### src/rtl/exp_taylor_sched_if.sv
// ----------------------------------------------------------------------------
// exp_taylor_sched_if
//   Bundles everything the exp scheduler exchanges with the outside world:
//   the requester side (req_*), the consumer side (rsp_*), the exp unit
//   side (u_*) and the busy status flag.
//
//   req_valid   [NREQ]              per-requester operand valid
//   req_data    [NREQ][FRACWIDTH]   operand of requester i (flat layout is
//                                   bits [i*FRACWIDTH +: FRACWIDTH])
//   req_ready   [NREQ]              one-hot accept, grant cycle only
//   rsp_valid / rsp_ready           result handshake
//   rsp_data    [FRACWIDTH]         exp result (0 on timeout)
//   rsp_id      [IDW]               requester owning rsp_data
//   rsp_timeout                     operation was aborted
//   u_start / u_data                start pulse + operand to the exp unit
//   u_read                          early-terminate/read request to the unit
//   u_result / u_valid              exp unit result
//   busy                            scheduler not idle
//
//   modport slave  : the scheduler
//   modport master : the environment (requesters, consumer, exp unit)
// ----------------------------------------------------------------------------
interface exp_taylor_sched_if #(
  parameter int FRACWIDTH = 12,
  parameter int NREQ      = 4,
  parameter int IDW       = (NREQ > 1) ? $clog2(NREQ) : 1
);
  logic [NREQ-1:0]                req_valid;
  logic [NREQ-1:0][FRACWIDTH-1:0] req_data;
  logic [NREQ-1:0]                req_ready;
  logic                           rsp_valid;
  logic                           rsp_ready;
  logic [FRACWIDTH-1:0]           rsp_data;
  logic [IDW-1:0]                 rsp_id;
  logic                           rsp_timeout;
  logic                           u_start;
  logic [FRACWIDTH-1:0]           u_data;
  logic                           u_read;
  logic [FRACWIDTH-1:0]           u_result;
  logic                           u_valid;
  logic                           busy;

  modport slave (
    input  req_valid, req_data, rsp_ready, u_result, u_valid,
    output req_ready, rsp_valid, rsp_data, rsp_id, rsp_timeout,
           u_start, u_data, u_read, busy
  );

  modport master (
    output req_valid, req_data, rsp_ready, u_result, u_valid,
    input  req_ready, rsp_valid, rsp_data, rsp_id, rsp_timeout,
           u_start, u_data, u_read, busy
  );
endinterface

### src/rtl/exp_taylor_sched.sv
// ----------------------------------------------------------------------------
// exp_taylor_sched
//   Round-robin front end for a single, non-pipelined exp (Taylor series)
//   unit. One operation is in flight at a time:
//
//     IDLE  : pick a requester (round robin from last_grant+1), accept it and
//             pulse u_start with its operand, all combinationally.
//     RUN   : let the series iterate; cyc counts cycles since the grant.
//     DRAIN : u_read asks the unit to terminate and present its result.
//     RESP  : hold the result until the consumer takes it.
//
//   A qualifying u_valid in RUN/DRAIN captures u_result. If none arrives
//   before cyc reaches TIMEOUT the operation is aborted with rsp_data=0 and
//   rsp_timeout=1. Capture beats timeout when both happen in one cycle.
//
//   Ports: clk, rst_n (async, active low) and the slave side of
//   exp_taylor_sched_if (see the interface header for signal meanings).
//
//   Legal parameters: 2 <= READ_CYC < TIMEOUT < 2**CNTW.
// ----------------------------------------------------------------------------
module exp_taylor_sched #(
  parameter int FRACWIDTH = 12,
  parameter int NREQ      = 4,
  parameter int READ_CYC  = 6,
  parameter int TIMEOUT   = 31,
  parameter int CNTW      = 5
) (
  input  logic               clk,
  input  logic               rst_n,
  exp_taylor_sched_if.slave  bus
);

  localparam int IDW = (NREQ > 1) ? $clog2(NREQ) : 1;

  // Transitions are decided on the value cyc is about to take, so the
  // registered state lines up with the counter: DRAIN is entered holding
  // cyc == READ_CYC-1 (u_read first high READ_CYC cycles after the grant),
  // and RESP is entered as cyc would reach TIMEOUT.
  localparam logic [CNTW-1:0] CYC_TMO   = CNTW'(TIMEOUT);
  localparam logic [CNTW-1:0] CYC_DRAIN = CNTW'(READ_CYC - 1);
  // u_valid below this count is a leftover from the previous operation.
  localparam logic [CNTW-1:0] CYC_QUAL  = CNTW'(2);
  localparam logic [CNTW-1:0] CYC_ONE   = CNTW'(1);

  typedef enum logic [1:0] {
    IDLE  = 2'd0,
    RUN   = 2'd1,
    DRAIN = 2'd2,
    RESP  = 2'd3
  } state_t;

  state_t                state, state_nx;
  logic [CNTW-1:0]       cyc, cyc_nx, cyc_inc;
  logic [IDW-1:0]        last_grant;
  logic [IDW-1:0]        gnt_idx;
  logic                  gnt_any;
  logic                  take_gnt;
  logic                  cap;
  logic                  tmo;
  logic [NREQ-1:0]       req_ready_c;
  logic                  u_start_c;
  logic [FRACWIDTH-1:0]  u_data_c;
  logic [FRACWIDTH-1:0]  rsp_data_q;
  logic [IDW-1:0]        rsp_id_q;
  logic                  rsp_tmo_q;

  // --------------------------------------------------------------------------
  // Round-robin pick: the first valid requester at offset 1..NREQ from
  // last_grant. Offsets are walked from far to near so the nearest valid one
  // is written last and wins. Returns {found, index}.
  // --------------------------------------------------------------------------
  function automatic logic [IDW:0] rr_pick(input logic [NREQ-1:0] v,
                                           input logic [IDW-1:0]  last);
    logic [IDW:0]   r;
    logic [IDW-1:0] idx;
    r = '0;
    for (int i = NREQ; i >= 1; i--) begin
      idx = IDW'((int'(last) + i) % NREQ);
      if (v[idx]) r = {1'b1, idx};
    end
    return r;
  endfunction

  always_comb begin
    {gnt_any, gnt_idx} = rr_pick(bus.req_valid, last_grant);
  end

  // Saturating increment; the FSM leaves RUN/DRAIN before saturation
  // matters, the clamp just keeps the counter from wrapping.
  assign cyc_inc = (cyc == CYC_TMO) ? cyc : cyc + CYC_ONE;

  // --------------------------------------------------------------------------
  // Next state and combinational outputs
  // --------------------------------------------------------------------------
  always_comb begin
    state_nx    = state;
    cyc_nx      = cyc;
    take_gnt    = 1'b0;
    cap         = 1'b0;
    tmo         = 1'b0;
    req_ready_c = '0;
    u_start_c   = 1'b0;
    u_data_c    = '0;

    case (state)
      IDLE: begin
        if (gnt_any) begin
          take_gnt             = 1'b1;
          req_ready_c[gnt_idx] = 1'b1;
          u_start_c            = 1'b1;
          u_data_c             = bus.req_data[gnt_idx];
          cyc_nx               = '0;
          state_nx             = RUN;
        end
      end

      RUN, DRAIN: begin
        cyc_nx = cyc_inc;
        if (bus.u_valid && (cyc >= CYC_QUAL)) begin
          cap      = 1'b1;
          state_nx = RESP;
        end else if (cyc_inc == CYC_TMO) begin
          tmo      = 1'b1;
          state_nx = RESP;
        end else if ((state == RUN) && (cyc_inc == CYC_DRAIN)) begin
          state_nx = DRAIN;
        end
      end

      RESP: begin
        if (bus.rsp_ready) state_nx = IDLE;
      end

      default: state_nx = IDLE;
    endcase
  end

  // --------------------------------------------------------------------------
  // State and response registers
  // --------------------------------------------------------------------------
  always_ff @(posedge clk or negedge rst_n) begin
    if (!rst_n) begin
      state      <= IDLE;
      cyc        <= '0;
      last_grant <= IDW'(NREQ - 1);
      rsp_data_q <= '0;
      rsp_id_q   <= '0;
      rsp_tmo_q  <= 1'b0;
    end else begin
      state <= state_nx;
      cyc   <= cyc_nx;
      if (take_gnt) begin
        last_grant <= gnt_idx;
        rsp_id_q   <= gnt_idx;
      end
      if (cap) begin
        rsp_data_q <= bus.u_result;
        rsp_tmo_q  <= 1'b0;
      end else if (tmo) begin
        rsp_data_q <= '0;
        rsp_tmo_q  <= 1'b1;
      end
    end
  end

  // --------------------------------------------------------------------------
  // Outputs. The grant path is combinational from req_valid, and the state
  // sits in IDLE during reset, so the grant outputs are masked by rst_n to
  // keep them quiet while reset is held.
  // --------------------------------------------------------------------------
  assign bus.req_ready   = rst_n ? req_ready_c : '0;
  assign bus.u_start     = rst_n & u_start_c;
  assign bus.u_data      = rst_n ? u_data_c : '0;
  assign bus.u_read      = (state == DRAIN);
  assign bus.rsp_valid   = (state == RESP);
  assign bus.rsp_data    = rsp_data_q;
  assign bus.rsp_id      = rsp_id_q;
  assign bus.rsp_timeout = rsp_tmo_q;
  assign bus.busy        = (state != IDLE);

  // --------------------------------------------------------------------------
  // Protocol properties
  // --------------------------------------------------------------------------
  a_ready_onehot: assert property (@(posedge clk) disable iff (!rst_n)
    $onehot0(bus.req_ready));

  a_start_idle_only: assert property (@(posedge clk) disable iff (!rst_n)
    bus.u_start |-> (state == IDLE));

  a_rsp_hold: assert property (@(posedge clk) disable iff (!rst_n)
    (bus.rsp_valid && !bus.rsp_ready) |=>
      (bus.rsp_valid && $stable(bus.rsp_data) && $stable(bus.rsp_id) &&
       $stable(bus.rsp_timeout)));

endmodule

### src/flat_wrapper.sv
// flat-port wrapper written by rule: the top's interface ports become plain ports
module exp_taylor_sched_flat 
#(
  parameter int FRACWIDTH = 12,
  parameter int NREQ      = 4,
  parameter int READ_CYC  = 6,
  parameter int TIMEOUT   = 31,
  parameter int CNTW      = 5
)
  (clk, rst_n, bus_req_valid, bus_req_data, bus_rsp_ready, bus_u_result, bus_u_valid, bus_req_ready, bus_rsp_valid, bus_rsp_data, bus_rsp_id, bus_rsp_timeout, bus_u_start, bus_u_data, bus_u_read, bus_busy);
  exp_taylor_sched_if #(.FRACWIDTH(FRACWIDTH), .NREQ(NREQ)) bus_i ();
  input  logic clk;
  input  logic rst_n;
  input wire logic [$bits(bus_i.req_valid)-1:0] bus_req_valid;
  input wire logic [$bits(bus_i.req_data)-1:0] bus_req_data;
  input wire logic [$bits(bus_i.rsp_ready)-1:0] bus_rsp_ready;
  input wire logic [$bits(bus_i.u_result)-1:0] bus_u_result;
  input wire logic [$bits(bus_i.u_valid)-1:0] bus_u_valid;
  output wire logic [$bits(bus_i.req_ready)-1:0] bus_req_ready;
  output wire logic [$bits(bus_i.rsp_valid)-1:0] bus_rsp_valid;
  output wire logic [$bits(bus_i.rsp_data)-1:0] bus_rsp_data;
  output wire logic [$bits(bus_i.rsp_id)-1:0] bus_rsp_id;
  output wire logic [$bits(bus_i.rsp_timeout)-1:0] bus_rsp_timeout;
  output wire logic [$bits(bus_i.u_start)-1:0] bus_u_start;
  output wire logic [$bits(bus_i.u_data)-1:0] bus_u_data;
  output wire logic [$bits(bus_i.u_read)-1:0] bus_u_read;
  output wire logic [$bits(bus_i.busy)-1:0] bus_busy;
  assign bus_i.req_valid = bus_req_valid;
  assign bus_i.req_data = bus_req_data;
  assign bus_i.rsp_ready = bus_rsp_ready;
  assign bus_i.u_result = bus_u_result;
  assign bus_i.u_valid = bus_u_valid;
  assign bus_req_ready = bus_i.req_ready;
  assign bus_rsp_valid = bus_i.rsp_valid;
  assign bus_rsp_data = bus_i.rsp_data;
  assign bus_rsp_id = bus_i.rsp_id;
  assign bus_rsp_timeout = bus_i.rsp_timeout;
  assign bus_u_start = bus_i.u_start;
  assign bus_u_data = bus_i.u_data;
  assign bus_u_read = bus_i.u_read;
  assign bus_busy = bus_i.busy;
  exp_taylor_sched #(.FRACWIDTH(FRACWIDTH), .NREQ(NREQ), .READ_CYC(READ_CYC), .TIMEOUT(TIMEOUT), .CNTW(CNTW)) u_core (.clk(clk), .rst_n(rst_n), .bus(bus_i));
endmodule
### config.mk
export PLATFORM = sky130hd
export DESIGN_NAME = exp_taylor_sched_flat
export DESIGN_NICKNAME = d
export VERILOG_FILES = /design/src/rtl/exp_taylor_sched_if.sv /design/src/rtl/exp_taylor_sched.sv /design/src/flat_wrapper.sv
export SDC_FILE = /design/constraint.sdc
export NUM_CORES = 1
export LEC_CHECK = 0
export BUFFER_PORTS_ARGS = -buffer_cell sky130_fd_sc_hd__buf_4
export CORE_MARGIN = 10
export CORE_UTILIZATION = 44
export DETAILED_ROUTE_END_ITERATION = 7
export PLACE_DENSITY = 0.84
export SLEW_MARGIN = 20
export SYNTH_ARGS = -nofsm -noshare
export SYNTH_HDL_FRONTEND = slang
export SYNTH_SLANG_ARGS = --single-unit
### constraint.sdc
create_clock -name clk -period 2.6 [get_ports clk]
set_input_delay 0.26 -clock clk [delete_from_list [all_inputs] [get_ports clk]]
set_output_delay 0.26 -clock clk [all_outputs]
set_load 0.02 [all_outputs]
Yosys cells after proc, flatten, opt, wreduce, memory -nomap -nowiden
Index checks and enable logic that the tools add are counted.

Flip-flop bits (word level): 24. Input port bits: 68. Output and inout port bits: 35. Logic and storage cells: 80.

$add $sub $neg: 5. Order comparisons: 7. Equality and inequality tests: 9. Muxes and demuxes: 42. Bitwise operators: 1. Reduce and logical (&&, ||, !) cells: 10.

Operators with widths (count): 12-bit 2-to-1 mux (6); 12-bit binary-select mux with 2-bit select (1); 2-bit by 3-bit less-than comparator with 1-bit output (second input constant) (5); 1-bit 2-to-1 mux (14); 3-bit 2-to-1 mux (4); 4-bit 2-to-1 mux (3); 5-bit == test (second input constant) (2); 2-bit 2-to-1 mux (5); 5-bit 2-to-1 mux (2); 5-bit case mux with 2 select lines (1); 1-bit binary-select mux with 2-bit select (4); 2-bit case mux with 3 select lines (1); 2-bit nonzero test (3); 5-bit by 1-bit adder with 5-bit output (second input constant) (1); 5-bit by 3-bit == test with 1-bit output (second input constant) (1); 5-bit by 2-bit greater-or-equal comparator with 1-bit output (second input constant) (1); 2-bit by 1-bit adder with 2-bit output (second input constant) (2); 2-bit adder (second input constant) (2); 2-bit == test (second input constant) (2); 4-bit by 1-bit inequality test with 1-bit output (second input constant) (1); 1-bit logical AND (3); 3-bit AND reduction (1); 1-bit demux with 2-bit select (1); 2-bit by 1-bit == test with 1-bit output (second input constant) (1); other kinds (7) (7).

Longest topological paths before layout
Gate-level depths: netlist of the first run.

Word-level depth: 14. Mapped depth: 8. Depth with buffers taken out: 7.

Worst setup path before layout of the first run
No wires, ideal clock.

Kind: register to output. Start: reg u_core.last_grant[0]. End: out bus_u_data[5]. Data arrival time: 1.951 ns. Required time: 2.340 ns. Path slack: 0.389 ns. Cell stages (with the launch flop): 8. Buffers on the path: 2. Cell sequence: dfstp_2 > nand2b_1 > o22a_1 > and2_1 > buf_2 > buf_2 > a211oi_1 > a311oi_1.

Cells in the longest elaborated chain, start to end: 12. Elaborated cells on any way between the ends: 21. Those cells by class: add/sub: 4; mux: 17.

RTL lines: start: declaration (line exp_taylor_sched.sv:54) `logic [IDW-1:0] last_grant;`; start signal: assignment (line exp_taylor_sched.sv:145) `last_grant <= IDW'(NREQ - 1);`; start signal: assignment (line exp_taylor_sched.sv:153) `last_grant <= gnt_idx;`; 2-bit by 1-bit adder with 2-bit output (line exp_taylor_sched.sv:78) `idx = IDW'((int'(last) + i) % NREQ);`; 1-bit binary-select mux with 2-bit select (line exp_taylor_sched.sv:79) `if (v[idx]) r = {1'b1, idx};`; 1-bit 2-to-1 mux (implied by the code) (line exp_taylor_sched.sv:79); 3-bit 2-to-1 mux (3 in a row) (line exp_taylor_sched.sv:79); 3-bit 2-to-1 mux (*) (line exp_taylor_sched.sv:79); 12-bit binary-select mux with 2-bit select (line exp_taylor_sched.sv:111) `u_data_c = bus.req_data[gnt_idx];`; 12-bit 2-to-1 mux (implied by the code) (line exp_taylor_sched.sv:111); 12-bit 2-to-1 mux (*) (line exp_taylor_sched.sv:107) `if (gnt_any) begin`; 12-bit 2-to-1 mux (*) (line exp_taylor_sched.sv:105) `case (state)`; 12-bit 2-to-1 mux (*) (line exp_taylor_sched.sv:173) `assign bus.u_data = rst_n ? u_data_c : '0;`; end: declaration (line flat_wrapper.sv:25) `output wire logic [$bits(bus_i.u_data)-1:0] bus_u_data;`.

Mark *: on every way between the ends. The rest lies on a longest branch, timed or not. The select of a mux whose other input is x is not followed.

Worst setup path after layout of the first run
Start: reg u_core.last_grant[0]. End: out bus_req_ready[0].

Cells in the longest elaborated chain, start to end: 14. Elaborated cells on any way between the ends: 24. Those cells by class: add/sub: 4; order compare: 2; mux: 17; reduce/logical: 1.

RTL lines: 2-bit by 1-bit adder with 2-bit output (line exp_taylor_sched.sv:78); 1-bit binary-select mux with 2-bit select (line exp_taylor_sched.sv:79); 1-bit 2-to-1 mux (implied by the code) (line exp_taylor_sched.sv:79); 3-bit 2-to-1 mux (3 in a row) (line exp_taylor_sched.sv:79); 3-bit 2-to-1 mux (*) (line exp_taylor_sched.sv:79); 2-bit by 3-bit less-than comparator with 1-bit output (implied by the code) or 2-bit by 1-bit greater-or-equal comparator with 1-bit output (tied branches) (line exp_taylor_sched.sv:109) `req_ready_c[gnt_idx] = 1'b1;`; 1-bit logical AND (implied by the code) (line exp_taylor_sched.sv:109); 1-bit 2-to-1 mux (implied by the code) (line exp_taylor_sched.sv:109); 1-bit demux with 2-bit select; 4-bit 2-to-1 mux (*) (line exp_taylor_sched.sv:107); 4-bit 2-to-1 mux (*) (line exp_taylor_sched.sv:105); 4-bit 2-to-1 mux (*) (line exp_taylor_sched.sv:171) `assign bus.req_ready = rst_n ? req_ready_c : '0;`; end: declaration (line flat_wrapper.sv:19) `output wire logic [$bits(bus_i.req_ready)-1:0] bus_req_ready;`.

Marks and branches as above.

==> results of run 1 <==
==> report_power, final <==
group	total, uW	switching (uW)	internal, uW
Combinational	1870	1090	783
Sequential	700	145	555
Clock	322	117	206
==> final cells by class <==
type,count,share of cell area (%)
repair buffers,108,31.1
multi-input cells,149,39.4
flip-flops and latches,24,23.1
clock inverters,1,1.15
inverters,10,1.43
well taps,48,2.30
clock buffers,3,1.58
==> how the worst min path moves through the flow <==
| stage | start | to | slack (ns) |
|---|---|---|---|
| CTS | bus_u_result[1] | u_core.bus.rsp_data[1] | 0.21 |
| detailed placement | rst_n | u_core.bus.rsp_data[4] | 0.18 |
| global placement | rst_n | u_core.bus.rsp_data[4] | 0.18 |
| floorplan | rst_n | u_core.bus.rsp_data[0] | -0.04 |
| finish | bus_u_result[5] | u_core.bus.rsp_data[5] | 0.21 |
| global route | bus_u_result[3] | u_core.bus.rsp_data[3] | 0.21 |
==> stage by stage <==
step	utilization, %	worst slack (ns)	power, uW	hold WS, ns
floorplan	-	0.389	2000	-0.0356
global placement	67.1	0.330	2540	0.176
detailed placement	67.1	0.311	2580	0.178
CTS	69.3	0.0534	2910	0.206
global route	69.4	0.0512	3130	0.212
finish	69.4	0.209	2900	0.212
==> logic make-up after synthesis <==
kind of cell    synth area share, %
compound gates                 33.4
simple gates                   17.7
buf+inv                        7.13
flops                          34.4
fa+ha+maj                      4.28
mux                            2.64
xor+xnor                      0.499
==> sequential cells by signal (all words and copies together), names as in the netlist <==
register                count
u_core.bus.rsp_data        12
u_core.bus.rsp_id           2
u_core.bus.rsp_timeout      1
u_core.cyc                  5
u_core.last_grant           2
u_core.state                2
==> Yosys cell counts (2+ instances only) <==
master	number	share of area, %
a21boi_1	2	0.86
dfrtp_1	22	31
a211oi_1	12	5.1
nand2b_1	4	1.4
nor3_1	3	0.86
a311oi_1	12	6.0
buf_2	4	1.1
nor3b_1	2	0.86
a21oi_1	9	2.6
a21boi_0	10	4.3
o21ai_1	4	1.1
nor4_1	2	0.71
nor2_1	7	1.5
dfstp_2	2	3.0
mux2_2	2	1.3
nand2_1	37	7.9
ha_1	6	4.3
o21ai_0	3	0.86
clkbuf_1	6	1.3
buf_6	4	2.6
inv_2	2	0.43
nand3_1	2	0.57
a22o_1	12	6.0
inv_1	8	1.7
==> critical path, cell delays in order (launching register included) <==
cell      delay, ns
dfstp_2        0.54
nand2b_1       0.12
o21ai_1        0.07
a211o_2        0.52
buf_4          0.22
nor3_1         0.20
buf_4          0.18
==> placed cells by master (no fill, tap or decap), types with 2 or more instances in the layout <==
cell,Yosys,routed
nor2_1,7,7
a21boi_0,10,10
nand3_1,2,2
inv_2,2,2
mux2_2,2,2
nor4_1,2,2
nor3b_1,2,2
clkbuf_8,0,3
a21oi_1,9,9
nand2b_1,4,4
o21ai_1,4,4
a22o_1,12,12
buf_4,0,107
a311oi_1,12,12
inv_1,8,8
ha_1,6,6
dfstp_2,2,2
nand2_2,1,2
dfrtp_1,22,22
nor3_1,3,3
a21boi_1,2,2
nand2_1,37,36
a211oi_1,12,12
o21ai_0,3,3
==> metal layers <==
metal | share of wire [%] | GRT usage (%) | vias up
met5 | 0 | 0 | -
met3 | 6.8 | 4.69 | 8
li1 | - | - | 924
met4 | 2.0 | 6.15 | 0
met2 | 53 | 29.1 | 62
met1 | 38 | 17.6 | 905
==> repair_timing <==
action,CTS,global route
endpoints found under the setup margin,0,14
hold buffers,1,0
gates resized for setup,0,2
endpoints found under the hold margin,22,0
==> out/qor_table.md, run 1 <==
| Quantity | Value | Unit |
|---|---|---|
| Total number of vias | 1,899 | - |
| Clock sinks | 24 | - |
| Max-capacitance violation count | 0 | - |
| Fraction of registers with async set or reset after synthesis | 100 | % |
| Unrepaired setup endpoints after global routing | no | - |
| Maximum number of pins on one net before global-route repair | 28 | - |
| Sequential cell area | 603 | um2 |
| Setup Fix Bufs, Post-CTS | 0 | - |
| Reg2reg end | u_core.bus.rsp_data[9] | - |
| Outcome | completed | - |
| Clock buffer count from CTS | 3 | - |
| Post-synthesis sequential area ratio | 34.4 | % |
| Power per cell area | 1110 | nW/um2 |
| Clock root buffer | clkbuf_8 | - |
| Clock transition at the registers of the reported paths | 0.09 | ns |
| Post-place instance area | 2530 | um2 |
| Final antenna-violating net count | 0 | - |
| Area of all placed cells without fillers | 2620 | um2 |
| Min Tclk post-route | 2.39 | ns |
| Number of cells traversed by the worst register-to-register path | 6 | - |
| Clock latency at the later pin of the worst-skew pair | 0.26 | ns |
| Initial detailed-routing violation count | 80 | - |
| Start point of the critical path | u_core.last_grant[0] | - |
| Number of endpoints failing setup at the final stage | 0 | - |
| Port bufs | 102 | - |
| RePlAce Congestion | 0.791 | - |
| Post-synth net total | 271 | - |
| Total length of routed wires | 5940 | um |
| Overall routing resource usage | 16.3 | % |
| Net count, final | 370 | - |
| Crit path capture type | output pin | - |
| Number of warnings issued by yosys | 0 | - |
| Cells after DPL | 338 | - |
| Yosys reg bits | 24 | - |
| Setup slack, reg-to-reg | 0.28 | ns |
| Maximum achievable frequency | 418 | MHz |
| Startpoint of the most critical register-to-register path | u_core.cyc[1] | - |
| FILL cells | 297 | - |
| Initial cell density of the core | 46.5 | % |
| Antenna violations before repair | 0 | - |
| WP data arrival | 2.13 | ns |
| Core footprint | 3770 | um2 |
| Largest driver fanout on the critical path | 27 | - |
| Worst-Margin Slew | 0.814 | ns |
| Sum of negative setup slack | 0 | ns |
| Number of different library cells in the post-synthesis netlist | 44 | - |
| Floorplan row count | 22 | - |
| Worst-case vdd ir drop | 0.597 | mV |
| Average routed wire per standard cell | 17.3 | um |
| Crit path required time | 2.34 | ns |
| Hold Path Depth | 2 | - |
| Critical path launch point type | register | - |
| H-tree levels | 1 | - |
| Sum of net half-perimeters after detailed placement | 4780 | um |
| Number of hold violations in the final report | 0 | - |
| Worst clock skew on the final layout | 0.00437 | ns |
| First-pass GRT wire length | 9700 | um |
| Area of the multi-input gates | 1030 | um2 |
| Vias per std cell | 5.54 | - |
| Die extent in y | 83.2 | um |
| LEAKAGE | 0.00131 | uW |
| DRT Pass-1 Iters | 4 | - |
| Period utilisation layout | 92.0 | % |
| Via count of the first global-routing pass | 2,036 | - |
| Class of the tightest hold or removal check | in -> reg | - |
| Non-filler cells, final | 343 | - |
| Residual DRC | 0 | - |
| Gate count of the mapped netlist | 197 | - |
| Final-report max-slew violation count | 0 | - |
| Area of the die | 6920 | um2 |
| Count of flip-flops with a built-in enable after synthesis | 0 | - |
| Num ports | 103 | - |
| Share of layout cells above drive strength 1 | 43.1 | % |
| Max-slew headroom at the worst pin | 45.5 | % |
| Post-synth top flop | dfrtp_1 | - |
| Antenna diode instance count | 0 | - |
| Clock tree from TritonCTS | yes | - |
| Largest buffer count on any clock path | 2 | - |
| GRT Residual Overflow | 0 | - |
| Width of the die | 83.2 | um |
| Worst setup path endpoint | bus_req_ready[0] | - |
| Area of the mapped netlist | 1760 | um2 |
| Kind of critical path | reg -> out | - |
| Post-synthesis area per instance | 8.91 | um2 |
| Area delta synth->final | 49.0 | % |
Note: power is estimated with default switching activity, not from simulation.
==> inputs of run 2 (changes only) <==
- CORE_UTILIZATION: 44 -> 28
- PLACE_DENSITY: 0.84 -> 0.59
- SLEW_MARGIN: 20 -> unset
==> run 2 against run 1 <==
Via count is 2.2% lower. Design area is 2.0% higher. Register-to-register slack hardly changed. Count of clock-buffer cells in the layout stayed put. Clock skew is 0.0061 ns higher. Critical path depth is 1 higher. Total power is 1.1% higher. First-iteration DRC count is 3.8% lower. Non-clock buffer count is 2 higher. Fmax is 1.6% higher.
==> out/qor_table.md, run 2 (synthesis gave the netlist of run 1 again) <==
| Quantity | Value | Unit | Change |
|---|---|---|---|
| Outcome | completed | - | unchanged |
| RePlAce Congestion | 0.875 | - | was 0.791 |
| Sequential cell area | 603 | um2 | unchanged |
| Number of cells traversed by the worst register-to-register path | 6 | - | unchanged |
| Worst-case vdd ir drop | 0.494 | mV | was 0.597 mV |
| Num ports | 103 | - | unchanged |
| LEAKAGE | 0.00132 | uW | was 0.00131 uW |
| Sum of net half-perimeters after detailed placement | 4920 | um | was 4780 um |
| Cell type of the slowest stage on the worst timing path | dfstp_2 | - | unchanged |
| Max-capacitance violation count | 0 | - | unchanged |
| Overall routing resource usage | 11.5 | % | was 16.3% |
| Kind of critical path | reg -> out | - | unchanged |
| GRT Residual Overflow | 0 | - | unchanged |
| Max-slew headroom at the worst pin | 40.6 | % | was 45.5% |
| Number of flip-flops in the largest register | 12 | - | unchanged |
| Final hold slack | 0.205 | ns | was 0.212 ns |
| Hold Path Depth | 2 | - | unchanged |
| Start point of the critical path | u_core.last_grant[0] | - | unchanged |
| Final-report max-slew violation count | 0 | - | unchanged |
| DRT Pass-1 Iters | 4 | - | unchanged |
| Largest driver fanout on the critical path | 26 | - | was 27 |
| Largest buffer count on any clock path | 2 | - | unchanged |
| Stages on worst setup path | 7 | - | was 6 |
| Worst-Margin Slew | 0.887 | ns | was 0.814 ns |
| Period utilisation layout | 90.5 | % | was 92.0% |
| Number of hold violations in the final report | 0 | - | unchanged |
| Area of the multi-input gates | 1030 | um2 | unchanged |
| Vias per std cell | 4.99 | - | was 5.54 |
| Maximum number of pins on one net before global-route repair | 31 | - | was 28 |
| Antenna diode instance count | 0 | - | unchanged |
| Crit path capture type | output pin | - | unchanged |
| Clock latency at the later pin of the worst-skew pair | 0.27 | ns | was 0.26 ns |
| Hold wc startpoint | bus_u_result[4] | - | was bus_u_result[5] |
| Antenna violations before repair | 0 | - | unchanged |
| Clock sinks | 24 | - | unchanged |
| Most common cell after layout, fill and taps aside | buf_4 | - | unchanged |
| Die extent in y | 99.2 | um | was 83.2 um |
| Residual DRC | 0 | - | unchanged |
| Number of endpoints failing setup at the final stage | 0 | - | unchanged |
| Final antenna-violating net count | 0 | - | unchanged |
| Area of the die | 9840 | um2 | was 6920 um2 |
| Clock root buffer | clkbuf_8 | - | unchanged |
| Count of buffer and inverter cells on the critical path | 2 | - | unchanged |
| Clock transition at the registers of the reported paths | 0.10 | ns | was 0.09 ns |
| Critical path cell sequence | nand2b_1, o22a_2, and2_1, buf_6, a211oi_1, a311oi_1, buf_4 | - | was nand2b_1, o21ai_1, a211o_2, buf_4, nor3_1, buf_4 |
| Delay contributed by the slowest stage of the critical path | 0.54 | ns | about the same |
| WP data arrival | 2.09 | ns | was 2.13 ns |
| Average routed wire per standard cell | 16.5 | um | was 17.3 um |
| Crit path max-delay family | compound AO/OA/AOI/OAI gates | - | unchanged |
| Floorplan row count | 28 | - | was 22 |
| Via count of the first global-routing pass | 1,925 | - | was 2,036 |
| Area delta synth->final | 52.0 | % | was 49.0% |
| Initial cell density of the core | 29.3 | % | was 46.5% |
| Unrepaired setup endpoints after global routing | no | - | unchanged |
| Critical path launch point type | register | - | unchanged |
| Sum of negative setup slack | 0 | ns | unchanged |
| Worst clock skew on the final layout | 0.0105 | ns | was 0.00437 ns |
| Clock buffer count from CTS | 3 | - | unchanged |
| Startpoint of the most critical register-to-register path | u_core.cyc[1] | - | unchanged |
| Initial detailed-routing violation count | 77 | - | was 80 |
| Share of layout cells above drive strength 1 | 43.4 | % | was 43.1% |
| H-tree levels | 1 | - | unchanged |
| Crit path required time | 2.34 | ns | about the same |
| Min Tclk post-route | 2.35 | ns | was 2.39 ns |
| First-pass GRT wire length | 9620 | um | was 9700 um |
| Class of the tightest hold or removal check | in -> reg | - | unchanged |
| FILL cells | 581 | - | was 297 |
| Port bufs | 102 | - | unchanged |
| Commonest cells after routing, fill and taps aside | buf_4 (108), nand2_1 (36), dfrtp_1 (22) | - | was buf_4 (107), nand2_1 (36), dfrtp_1 (22) |
| Net count, final | 372 | - | was 370 |
| Width of the die | 99.2 | um | was 83.2 um |
| Clock tree from TritonCTS | yes | - | unchanged |
| Power per cell area | 1100 | nW/um2 | was 1110 nW/um2 |
| Total length of routed wires | 6150 | um | was 5940 um |
| Total number of vias | 1,858 | - | was 1,899 |
| Maximum achievable frequency | 425 | MHz | was 418 MHz |
| Core footprint | 5990 | um2 | was 3770 um2 |
run 2: cell count changes in the layout (fill, tap and decap cells not counted), sizes merged:
cell / previous run / this run
buf: 107 / 109
run 2: final timing paths:
kind                       slack, ns                       to
max                             0.25            bus_u_data[4]
min                             0.20   u_core.bus.rsp_data[4]
max reg2reg                     0.29   u_core.bus.rsp_data[0]
min reg2reg                     0.51  u_core.bus.rsp_data[10]
max in group asynchronous       1.89     u_core.last_grant[0]
min in group asynchronous       0.42   u_core.bus.rsp_data[5]
run 2: where the power goes:
group	internal, uW	total, uW	switching (uW)	leakage, uW
Combinational	800	1890	1090	0.000984
Sequential	555	705	150	0.000298
Clock	206	331	125	0.0000357
run 2: final cells by class:
type	instances	share of cell area, %
Clock inverter	1	1.13
Inverter	10	1.41
Clock buffer	3	1.55
Multi-Input combinational cell	149	38.6
Sequential cell	24	22.6
Timing Repair Buffer	110	31.2
Tap cell	75	3.52
run 2: per-stage QoR:
stage / instances / power, uW / setup slack, ns / utilization, % / instance area, um2
after global placement: 366 / 2590 / 0.389 / 42.9 / 2570
final: 372 / 2930 / 0.246 / 44.5 / 2670
after detailed placement: 366 / 2610 / 0.315 / 42.9 / 2570
after global routing: 372 / 3180 / 0.0450 / 44.5 / 2670
after CTS: 371 / 2950 / 0.112 / 44.3 / 2650
after floorplan: 197 / 2000 / 0.389 / - / 1760
run 2: what timing repair did:
item,in CTS,in global routing
endpoints found under the setup margin,0,12
hold buffers,1,0
endpoints found under the hold margin,22,0
gates resized for setup,0,3
setup buffers,0,1
run 2: worst reg2reg max path: stages, from the launching register on:
cell and delay, ns:
dfrtp_1 0.50, ha_1 0.40, nand4_4 0.15, mux2i_2 0.22, o41ai_4 0.43, nand2_2 0.24
a22o_1 0.24
run 2: routing by layer:
metal | vias to the layer above | GRT usage [%] | share of wire, %
li1 | 930 | - | -
met1 | 868 | 13.6 | 42
met2 | 58 | 19.9 | 51
met3 | 2 | 3.67 | 6.4
met4 | 0 | 1.65 | 0.55
met5 | - | 0 | 0
